`src/rtl/mbist_pkg.sv`:
```
// mbist_pkg: shared FSM/op enums and the March C- element table for the BIST controller
package mbist_pkg;
  typedef enum logic [1:0] {IDLE = 2'd0, RUN = 2'd1, DRAIN = 2'd2, DONE = 2'd3} state_e;
  typedef enum logic {WR = 1'b0, RD = 1'b1} op_e;
  localparam int NUM_ELEM = 6;
  typedef struct packed {
    logic       up;
    logic [1:0] nops;
    op_e        first;
    logic       rbg;
    logic       wbg;
  } elem_t;
  function automatic elem_t elem_info(input logic [2:0] e);
    case (e)
      3'd0:    return '{up: 1'b1, nops: 2'd1, first: WR, rbg: 1'b0, wbg: 1'b0};
      3'd1:    return '{up: 1'b1, nops: 2'd2, first: RD, rbg: 1'b0, wbg: 1'b1};
      3'd2:    return '{up: 1'b1, nops: 2'd2, first: RD, rbg: 1'b1, wbg: 1'b0};
      3'd3:    return '{up: 1'b0, nops: 2'd2, first: RD, rbg: 1'b0, wbg: 1'b1};
      3'd4:    return '{up: 1'b0, nops: 2'd2, first: RD, rbg: 1'b1, wbg: 1'b0};
      default: return '{up: 1'b1, nops: 2'd1, first: RD, rbg: 1'b0, wbg: 1'b0};
    endcase
  endfunction
endpackage

```
`src/rtl/mbist_addr_gen.sv`:
```
// mbist_addr_gen: up/down address counter with load to 0 or WCOUNT-1 and terminal flag
module mbist_addr_gen #(
  parameter int WCOUNT = 256,
  localparam int AW = $clog2(WCOUNT)
) (
  input  logic          clk,
  input  logic          rst,
  input  logic          load,
  input  logic          load_hi,
  input  logic          step,
  input  logic          down,
  output logic [AW-1:0] addr,
  output logic          last
);
  localparam logic [AW-1:0] TOP = AW'(WCOUNT - 1);
  always_ff @(posedge clk)
    if (rst) addr <= '0;
    else if (load) addr <= load_hi ? TOP : '0;
    else if (step) addr <= down ? addr - 1'b1 : addr + 1'b1;
  assign last = down ? (addr == '0) : (addr == TOP);
endmodule

```
`src/rtl/mbist_march_ctrl.sv`:
```
// mbist_march_ctrl: March C- BIST sequencer, RAM port mux and first-failure capture
module mbist_march_ctrl
  import mbist_pkg::*;
#(
  parameter int WCOUNT = 256,
  parameter int WLENGTH = 4,
  localparam int AW = $clog2(WCOUNT)
) (
  input  logic               clk,
  input  logic               rst,
  input  logic               start,
  input  logic               rwbarin,
  input  logic [WLENGTH-1:0] datain,
  input  logic [AW-1:0]      address,
  input  logic [WLENGTH-1:0] mem_dout,
  output logic               mem_rwbar,
  output logic [AW-1:0]      mem_addr,
  output logic [WLENGTH-1:0] mem_din,
  output logic               busy,
  output logic               done,
  output logic               fail,
  output logic [AW-1:0]      fail_addr,
  output logic [2:0]         fail_elem
);
  state_e state;
  logic [2:0] elem;
  logic op_idx;
  elem_t cur;
  op_e op;
  logic run, accept, last_op, elem_end, last_elem, nxt_up;
  logic [AW-1:0] ag_addr;
  logic ag_last;
  logic rd_vld, mismatch;
  logic [WLENGTH-1:0] exp_q;
  logic [AW-1:0] raddr;
  logic [2:0] relem;
  assign cur = elem_info(elem);
  assign nxt_up = elem_info(elem + 3'd1).up;
  assign op = op_idx ? WR : cur.first;
  assign run = state == RUN;
  assign accept = start && (state == IDLE || state == DONE);
  assign last_op = op_idx || cur.nops == 2'd1;
  assign last_elem = elem == 3'(NUM_ELEM - 1);
  assign elem_end = run && last_op && ag_last;
  mbist_addr_gen #(.WCOUNT(WCOUNT)) u_addr_gen (
    .clk     (clk),
    .rst     (rst),
    .load    (accept || (elem_end && !last_elem)),
    .load_hi (!accept && !nxt_up),
    .step    (run && last_op && !ag_last),
    .down    (!cur.up),
    .addr    (ag_addr),
    .last    (ag_last)
  );
  always_ff @(posedge clk)
    if (rst) begin
      state  <= IDLE;
      elem   <= '0;
      op_idx <= 1'b0;
    end else begin
      state  <= accept ? RUN : (elem_end && last_elem) ? DRAIN : state == DRAIN ? DONE : state;
      elem   <= accept ? 3'd0 : (elem_end && !last_elem) ? elem + 3'd1 : elem;
      op_idx <= run && !last_op;
    end
  assign busy = state == RUN || state == DRAIN;
  assign done = state == DONE;
  // DRAIN issues a harmless read of address 0 while the last read is compared
  assign mem_rwbar = busy ? (!run || op == RD) : rwbarin;
  assign mem_addr  = busy ? (run ? ag_addr : '0) : address;
  assign mem_din   = busy ? {WLENGTH{cur.wbg}} : datain;
  assign mismatch = rd_vld && mem_dout != exp_q;
  always_ff @(posedge clk)
    if (rst) begin
      rd_vld    <= 1'b0;
      exp_q     <= '0;
      raddr     <= '0;
      relem     <= '0;
      fail      <= 1'b0;
      fail_addr <= '0;
      fail_elem <= '0;
    end else begin
      rd_vld <= run && op == RD;
      exp_q  <= {WLENGTH{cur.rbg}};
      raddr  <= ag_addr;
      relem  <= elem;
      if (accept) begin
        fail      <= 1'b0;
        fail_addr <= '0;
        fail_elem <= '0;
      end else if (mismatch) begin
        fail <= 1'b1;
        if (!fail) begin
          fail_addr <= raddr;
          fail_elem <= relem;
        end
      end
    end
endmodule

```
`config.mk`:
```
export PLATFORM = sky130hd
export DESIGN_NAME = mbist_march_ctrl
export DESIGN_NICKNAME = d
export VERILOG_FILES = /design/src/rtl/mbist_pkg.sv /design/src/rtl/mbist_addr_gen.sv /design/src/rtl/mbist_march_ctrl.sv
export SDC_FILE = /design/constraint.sdc
export NUM_CORES = 1
export LEC_CHECK = 0
export ABC_AREA = 1
export ABC_CLOCK_PERIOD_IN_PS = 3400
export CORE_MARGIN = 2
export CORE_UTILIZATION = 40
export CTS_CLUSTER_SIZE = 8
export DETAILED_ROUTE_END_ITERATION = 10
export GPL_TIMING_DRIVEN = 0
export PLACE_DENSITY_LB_ADDON = 0.3
export SETUP_SLACK_MARGIN = 0.2
export SYNTH_ARGS = -nofsm -noshare
export SYNTH_HDL_FRONTEND = slang
export SYNTH_HIERARCHICAL = 1
export SYNTH_SLANG_ARGS = --single-unit
```
`constraint.sdc`:
```
create_clock -name clk -period 3.4 [get_ports clk]
set_clock_uncertainty 0.15 [all_clocks]
set_input_delay 0.34 -clock clk [delete_from_list [all_inputs] [get_ports clk]]
set_output_delay 0.34 -clock clk [all_outputs]
set_load 0.05 [all_outputs]
```
# Word level (Yosys, flattened, before mapping)
# Index checks and enable logic that the tools add are counted.
[totals]
latch_bits = 0
ramBits = 0
elab_cells = 76
rom_bits = 0
reg_bits = 39
mem_count = 0
output_inout_bits = 27
in_bits = 20
[classes]
magnitude_cmp = 0
add_sub_neg = 3
n_mux = 15
n_shift = 0
n_div = 0
n_reduce_logical = 30
eq_ne = 15
bitwise = 1
multipliers = 0
[ops]
columns = ["cell", "count"]
rows = [
  ["one-hot mux 6 bit (5 select lines)", 2],
  ["two-way mux 8 bit", 6],
  ["== test 3 x 2 -> 1 bit, second input constant", 4],
  ["logical AND 1 bit", 10],
  ["== test 3 bit, second input constant", 3],
  ["adder 8 x 1 -> 8 bit, second input constant", 1],
  ["== test 8 bit, second input constant", 1],
  ["logical NOT 8 bit", 1],
  ["subtractor 8 x 1 -> 8 bit, second input constant", 1],
  ["== test 3 x 1 -> 1 bit, second input constant", 2],
  ["logical NOT 1 bit", 6],
  ["logical NOT 3 bit", 2],
  ["logical OR 1 bit", 5],
  ["== test 2 x 1 -> 1 bit, second input constant", 2],
  ["== test 2 bit, second input constant", 2],
  ["two-way mux 1 bit", 4],
  ["two-way mux 2 bit", 2],
  ["two-way mux 4 bit", 1],
  ["inequality test 4 bit", 1],
  ["nonzero test 2 bit", 2],
  ["adder 3 x 1 -> 3 bit, second input constant", 1],
  ["nonzero test 3 bit", 1],
  ["logical NOT 2 bit", 1],
  ["AND reduction 2 bit", 1],
  ["other kinds (2)", 2],
]

# Logic depth before layout (Yosys ltp)
[depth]
ltp_word = 9
ltp_mapped = 17
ltp_nobuf = 17

# Cells and area by module
# Netlist, hierarchy kept.
[modules_own_cells]
columns = ["module", "seq_area_each_um2", "cells_each", "area_per_inst_um2", "n_inst"]
rows = [
  ["mbist_march_ctrl", 620.6, 198, 1458.9, 1],
  ["mbist_addr_gen", 160.2, 102, 769.5, 1],
]

# Worst setup path after synthesis
# No wires, ideal clock.
[synth_path]
path_kind = "reg-to-reg"
startpoint = "reg elem[0]"
endpoint = "reg u_addr_gen.addr[2]"
n_path_buf = 0
path_slack_ns = 0.330
arrival_time_ns = 2.825
t_required_ns = 3.155
path_stages_with_launch = 16
period_less_slack_ns = 3.070
setup_time_ns = 0.095
path_cell_list = "dfxtp_1 -> inv_1 -> ha_1 -> inv_1 -> nand2_1 -> nand2_2 -> nor2_1 -> inv_1 -> nand3_1 -> o41ai_1 -> nand4_4 -> nand2_1 -> nand2_1 -> clkinv_2 -> nor2_1 -> a221oi_1"
[synth_via]
word_cells_on_any_way = 31
cone_classes = "add/sub: 1; eq/ne: 10; mux: 7; reduce/logical: 13"
[synth_lines]
columns = ["element", "line_no", "text"]
rows = [
  ["from (decl)", "mbist_march_ctrl.sv:26", "logic [2:0] elem;"],
  ["from (signal assigned)", "mbist_march_ctrl.sv:62", "elem <= accept ? 3'd0 : (elem_end && !last_elem) ? elem + 3'd1 : elem;"],
  ["== test 3 bit (tied with other cells)", "mbist_pkg.sv:14", "case (e)"],
  ["one-hot mux 6 bit (5 select lines) *", "mbist_pkg.sv:14", ""],
  ["two-way mux 1 bit *", "mbist_addr_gen.sv:20", "assign last = down ? (addr == '0) : (addr == TOP);"],
  ["net ag_last", "mbist_march_ctrl.sv:32", "logic ag_last;"],
  ["logical AND 1 bit", "mbist_march_ctrl.sv:44", "assign elem_end = run && last_op && ag_last;"],
  ["logical AND 1 bit", "mbist_march_ctrl.sv:48", ".load (accept || (elem_end && !last_elem)),"],
  ["logical OR 1 bit", "mbist_march_ctrl.sv:48", ""],
  ["two-way mux 8 bit / nonzero test 2 bit (equally long branches)", "-", ""],
  ["to (signal assigned)", "mbist_addr_gen.sv:18", "else if (load) addr <= load_hi ? TOP : '0;"],
  ["to (signal assigned)", "mbist_addr_gen.sv:19", "else if (step) addr <= down ? addr - 1'b1 : addr + 1'b1;"],
  ["to (decl)", "mbist_addr_gen.sv:12", "output logic [AW-1:0] addr,"],
]
# The timed path passes the listed nets; every way through them passes the cells marked *. The select of a mux whose other input is x is not followed.
# A chain may end at the register's enable or synchronous reset.

# Worst setup path after layout
[layout_path]
startpoint = "reg state[0]"
endpoint = "out mem_addr[5]"
[layout_via]
elab_chain_len = 3
word_cells_on_any_way = 5
cone_classes = "eq/ne: 2; mux: 2; reduce/logical: 1"
[layout_lines]
columns = ["element", "line_no", "text"]
rows = [
  ["from (decl)", "mbist_march_ctrl.sv:25", "state_e state;"],
  ["from (signal assigned)", "mbist_march_ctrl.sv:61", "state <= accept ? RUN : (elem_end && last_elem) ? DRAIN : state == DRAIN ? DONE : state;"],
  ["== test 2 x 1 -> 1 bit / == test 2 bit (equally long branches)", "mbist_march_ctrl.sv:40, mbist_march_ctrl.sv:65", ""],
  ["two-way mux 8 bit / logical OR 1 bit (equally long branches)", "mbist_march_ctrl.sv:69, mbist_march_ctrl.sv:65", ""],
  ["two-way mux 8 bit *", "mbist_march_ctrl.sv:69", "assign mem_addr = busy ? (run ? ag_addr : '0) : address;"],
  ["to (decl)", "mbist_march_ctrl.sv:17", "output logic [AW-1:0] mem_addr,"],
]
# Every way passes the cells marked *; elsewhere a longest branch is shown, timed or not.

==> implementation parameters <==
Parameter                              Value

Global route
  Global-route wire length before repair    8540 um
  Vias in the first global route    approximately 1,900
  Pin count of the biggest net entering global routing    14
  Overall track demand over capacity in global routing    approximately 17%
  Initial antenna violation count    0
  Global route total overflow    0

Route
  Detailed-routing iteration count for the pre-antenna-repair pass    4
  Routed length per placed instance    around 12 um
  Highest layer used for signal routing    met4
  Via Count    around 2,000
  Via-to-Cell Ratio    4.77
  Number of nets with antenna violations after routing    0
  Number of violations reported at the end of detailed-routing iteration 0    98
  Amount of wire on met2 after detailed routing    2450 um
  Sum of met3 wire segment lengths after detailed routing    245 um
  Total routed wirelength    5020 um
  Drc violations    0
  Wl on met1    between 2000 and 2500 um

CTS
  Reg clk slew, reported paths    about 0.080 ns
  Sink count of the clock tree    39
  H-tree depth    2
  Clock tree from TritonCTS    done
  Clock insertion delay at the later pin of the skew report    0.29 ns
  CTS root buffer    clkbuf_8
  CTS Hold Buffers Added    0
  Maximum clock insertion buffer count    2
  TritonCTS Buffers    5

STA
  Post-Route Hold Slack    approximately 0.29 ns
  Fin crit period    about 3 ns
  Max-slew violation count    0
  Normalized max-slew margin    between 60 and 70%
  Ratio of final minimum period to clock period    between 80% and 90%
  Maximum frequency from static timing analysis    329 MHz
  # setup viols final    0
  Slew at the pin closest to its max-slew limit    slightly above 0.5 ns
  RSZ-0062 raised after global routing    false
  Final number of hold-violating endpoints    0

Critical path
  Setup crit end    mem_addr[5]
  Crit Path Max Fanout    8
  Startpoint kind of the worst setup timing path    register
  Worst flop-to-flop path endpoint    u_addr_gen/addr[1]
  Critical Path AT    between 2 and 3 ns
  Setup slack of the most critical reg-to-reg path    about 0.43 ns
  Kind of end point of the critical path    output port
  Worst Setup SP    state[0]
  Path type of the worst setup path    register to output port
  WP data required    approximately 2.9 ns
  Origin of the critical flop-to-flop path    elem[0]
  R2r worst-path depth    18

Final layout
  Final cell count without fillers    approximately 430
  Fraction of final layout cells sized beyond drive strength 1    around 13%
  Count of nets after finishing    around 390
  Final Util    between 50 and 60%
  Relative area change from synthesis to final layout    32.9%
  Diode insertion count for antenna repair    0
  Fin area    0.00296 mm2

Synth
  Cell Area, Synth    ~0.0022 mm2
  Syn avg cell area    7.43 um2
  Number of nets in the synthesized netlist    337
  Syn Inst Count    300
  Number of synthesis warnings    6
  Count of cell types in the netlist    37
  Number of synthesized register bits    39
  Sequential element share of the synthesized area    between 30% and 40%

Outcome
  Outcome    completed

Power
  Internal Power    between 0.7 and 0.8 mW
  P per Cell Area    352 mW/mm2
  Clock Power Share    37.7%
  Maximum ir drop on the vdd rail    between 150 and 200 uV
  Cell leakage power    approximately 1.4 nW
  Fraction of power consumed by sequential logic    between 40% and 50%
  Post-layout power    about 1.0 mW
  Gate power share    17.3%
  Switching Share    between 20% and 30%
  Sw Pwr    about 0.3 mW

Worst hold path
  Class of the tightest hold or removal check    register to register

Place
  Placed Area    0.00278 mm2
  HPWL after DPL    between 3000 and 4000 um
  Routability congestion estimate    ~0.83
  Placed Cells incl. Taps    between 400 and 500
  Number of port buffers    46

Floorplan
  Total Die Area    0.00618 mm2
  Die boundary height    78.6 um
  Core box area    between 0.005 and 0.006 mm2
  Top Ports    47
  Width of the chip    ~80 um
  Starting density of the core    between 40% and 50%
  FP Rows    27

Flow run
  Max cap viols    0
worst min-delay path by stage:
stage / to / from / depth (start not counted)
2_1_floorplan: u_addr_gen/addr[5] / rst / 1
3_3_place_gp: fail_elem[1] / fail_elem[1] / 2
3_5_place_dp: fail_addr[7] / fail_addr[7] / 2
4_1_cts: fail_addr[7] / fail_addr[7] / 2
5_1_grt: fail_addr[1] / fail_addr[1] / 2
6_report: fail_addr[7] / fail_addr[7] / 2
synth_stat cells:
cell       n  area (um2)
nand3_1   11        55.1
nor2_1    26        97.6
nand2_2    5        31.3
ha_1      16         200
nor3_1     5        25.0
or2_2      1        6.26
nor2_2     1        6.26
inv_1     56         210
o21ai_0   24         120
nand3_2    3        30.0
a31oi_1    1        6.26
nand3b_4   2        40.0
clkbuf_1   3        11.3
nand4_4    1        21.3
a21oi_4    1        16.3
clkbuf_2   1        5.00
a21oi_2    4        35.0
nor4_1     2        12.5
clkinv_2   1        5.00
o221ai_1   1        8.76
xor2_2     1        16.3
o21ai_2    1        8.76
a221oi_1   1        8.76
inv_2      1        3.75
o21a_1     1        7.51
or2_4      2        17.5
nand2_1   47         176
nand2_4    3        33.8
nor2_4     1        11.3
buf_2      2        10.0
o22ai_1    1        6.26
dfxtp_1   39         781
nand3b_1   2        15.0
a21oi_1   27         135
o41ai_1    1        8.76
nand4_1    4        25.0
fa_1       1        20.0
logic make-up (layout without fill, tap and decap cells):
kind of cell | count (synthesis) | in the layout | synth area share, %
DFF | 39 | 39 | 35.0
xor gates and xnor gates | 1 | 1 | 0.730
adders and majority gates | 17 | 17 | 9.88
and+or+nand+nor | 116 | 116 | 27.1
buffers and inverters | 64 | 121 | 11.0
AOI/OAI and AO/OA | 63 | 63 | 16.2
per-stage QoR:
stage | setup TNS, ns | setup slack (ns)
after floorplan | 0 | 0.330
after global placement | -1.94 | -0.276
after detailed placement | -1.99 | -0.291
after CTS | 0 | 0.230
after global routing | 0 | 0.208
final | 0 | 0.358
final cells by class:
type | instances | area, um2
well taps | 72 | 90.1
inverters | 58 | 219
clock inverters | 3 | 43.8
fillers | 522 | 2480
plain buffers | 6 | 27.5
flip-flops and latches | 39 | 781
clock buffers | 5 | 68.8
multi-input cells | 197 | 1230
repair buffers | 49 | 500
flip-flops by register name, summed over array words and instances (netlist names), 2 cells and up:
name,cells
fail_addr,8
raddr,8
u_addr_gen/addr,8
elem,3
fail_elem,3
relem,3
state,2
cell usage in the layout, fill, tap and decap left out, drive strengths merged, types with 7 or more instances in the layout:
| cell | instances |
|---|---|
| nor2 | 28 |
| dlymetal6s2s | 7 |
| nand3 | 14 |
| ha | 16 |
| nand2 | 55 |
| clkdlybuf4s50 | 39 |
| inv | 57 |
| o21ai | 25 |
| clkbuf | 9 |
| dfxtp | 39 |
| a21oi | 32 |
worst max-delay path: stages, from the launching register on:
cell and delay (ns):
dfxtp_1 0.37, inv_1 0.07, ha_1 0.40, nor2_1 0.23, inv_1 0.17, o21ai_0 0.18
clkdlybuf4s50_1 0.82
metal layers:
| metal | GRT usage, % | vias up |
|---|---|---|
| li1 | - | 1071 |
| met1 | 21.5 | 918 |
| met2 | 29.6 | 51 |
| met3 | 3.56 | 5 |
| met4 | 5.79 | 0 |
| met5 | 0 | - |
what timing repair did:
action | in CTS | in global routing
buffers inserted | 0 | 3
setup endpoints to repair | 8 | 20
cloned | 0 | 0
pin swaps | 0 | 2
resized for setup | 3 | 11
power groups by stage:
stage	combinational [mW]	sequential [mW]	clock (mW)
after detailed placement	0.179	0.480	0
after global routing	0.196	0.470	0.425
final	0.181	0.469	0.393
after CTS	0.181	0.469	0.397
after floorplan	0.114	0.478	0
after global placement	0.178	0.480	0
Note: power is estimated with default switching activity, not from simulation.
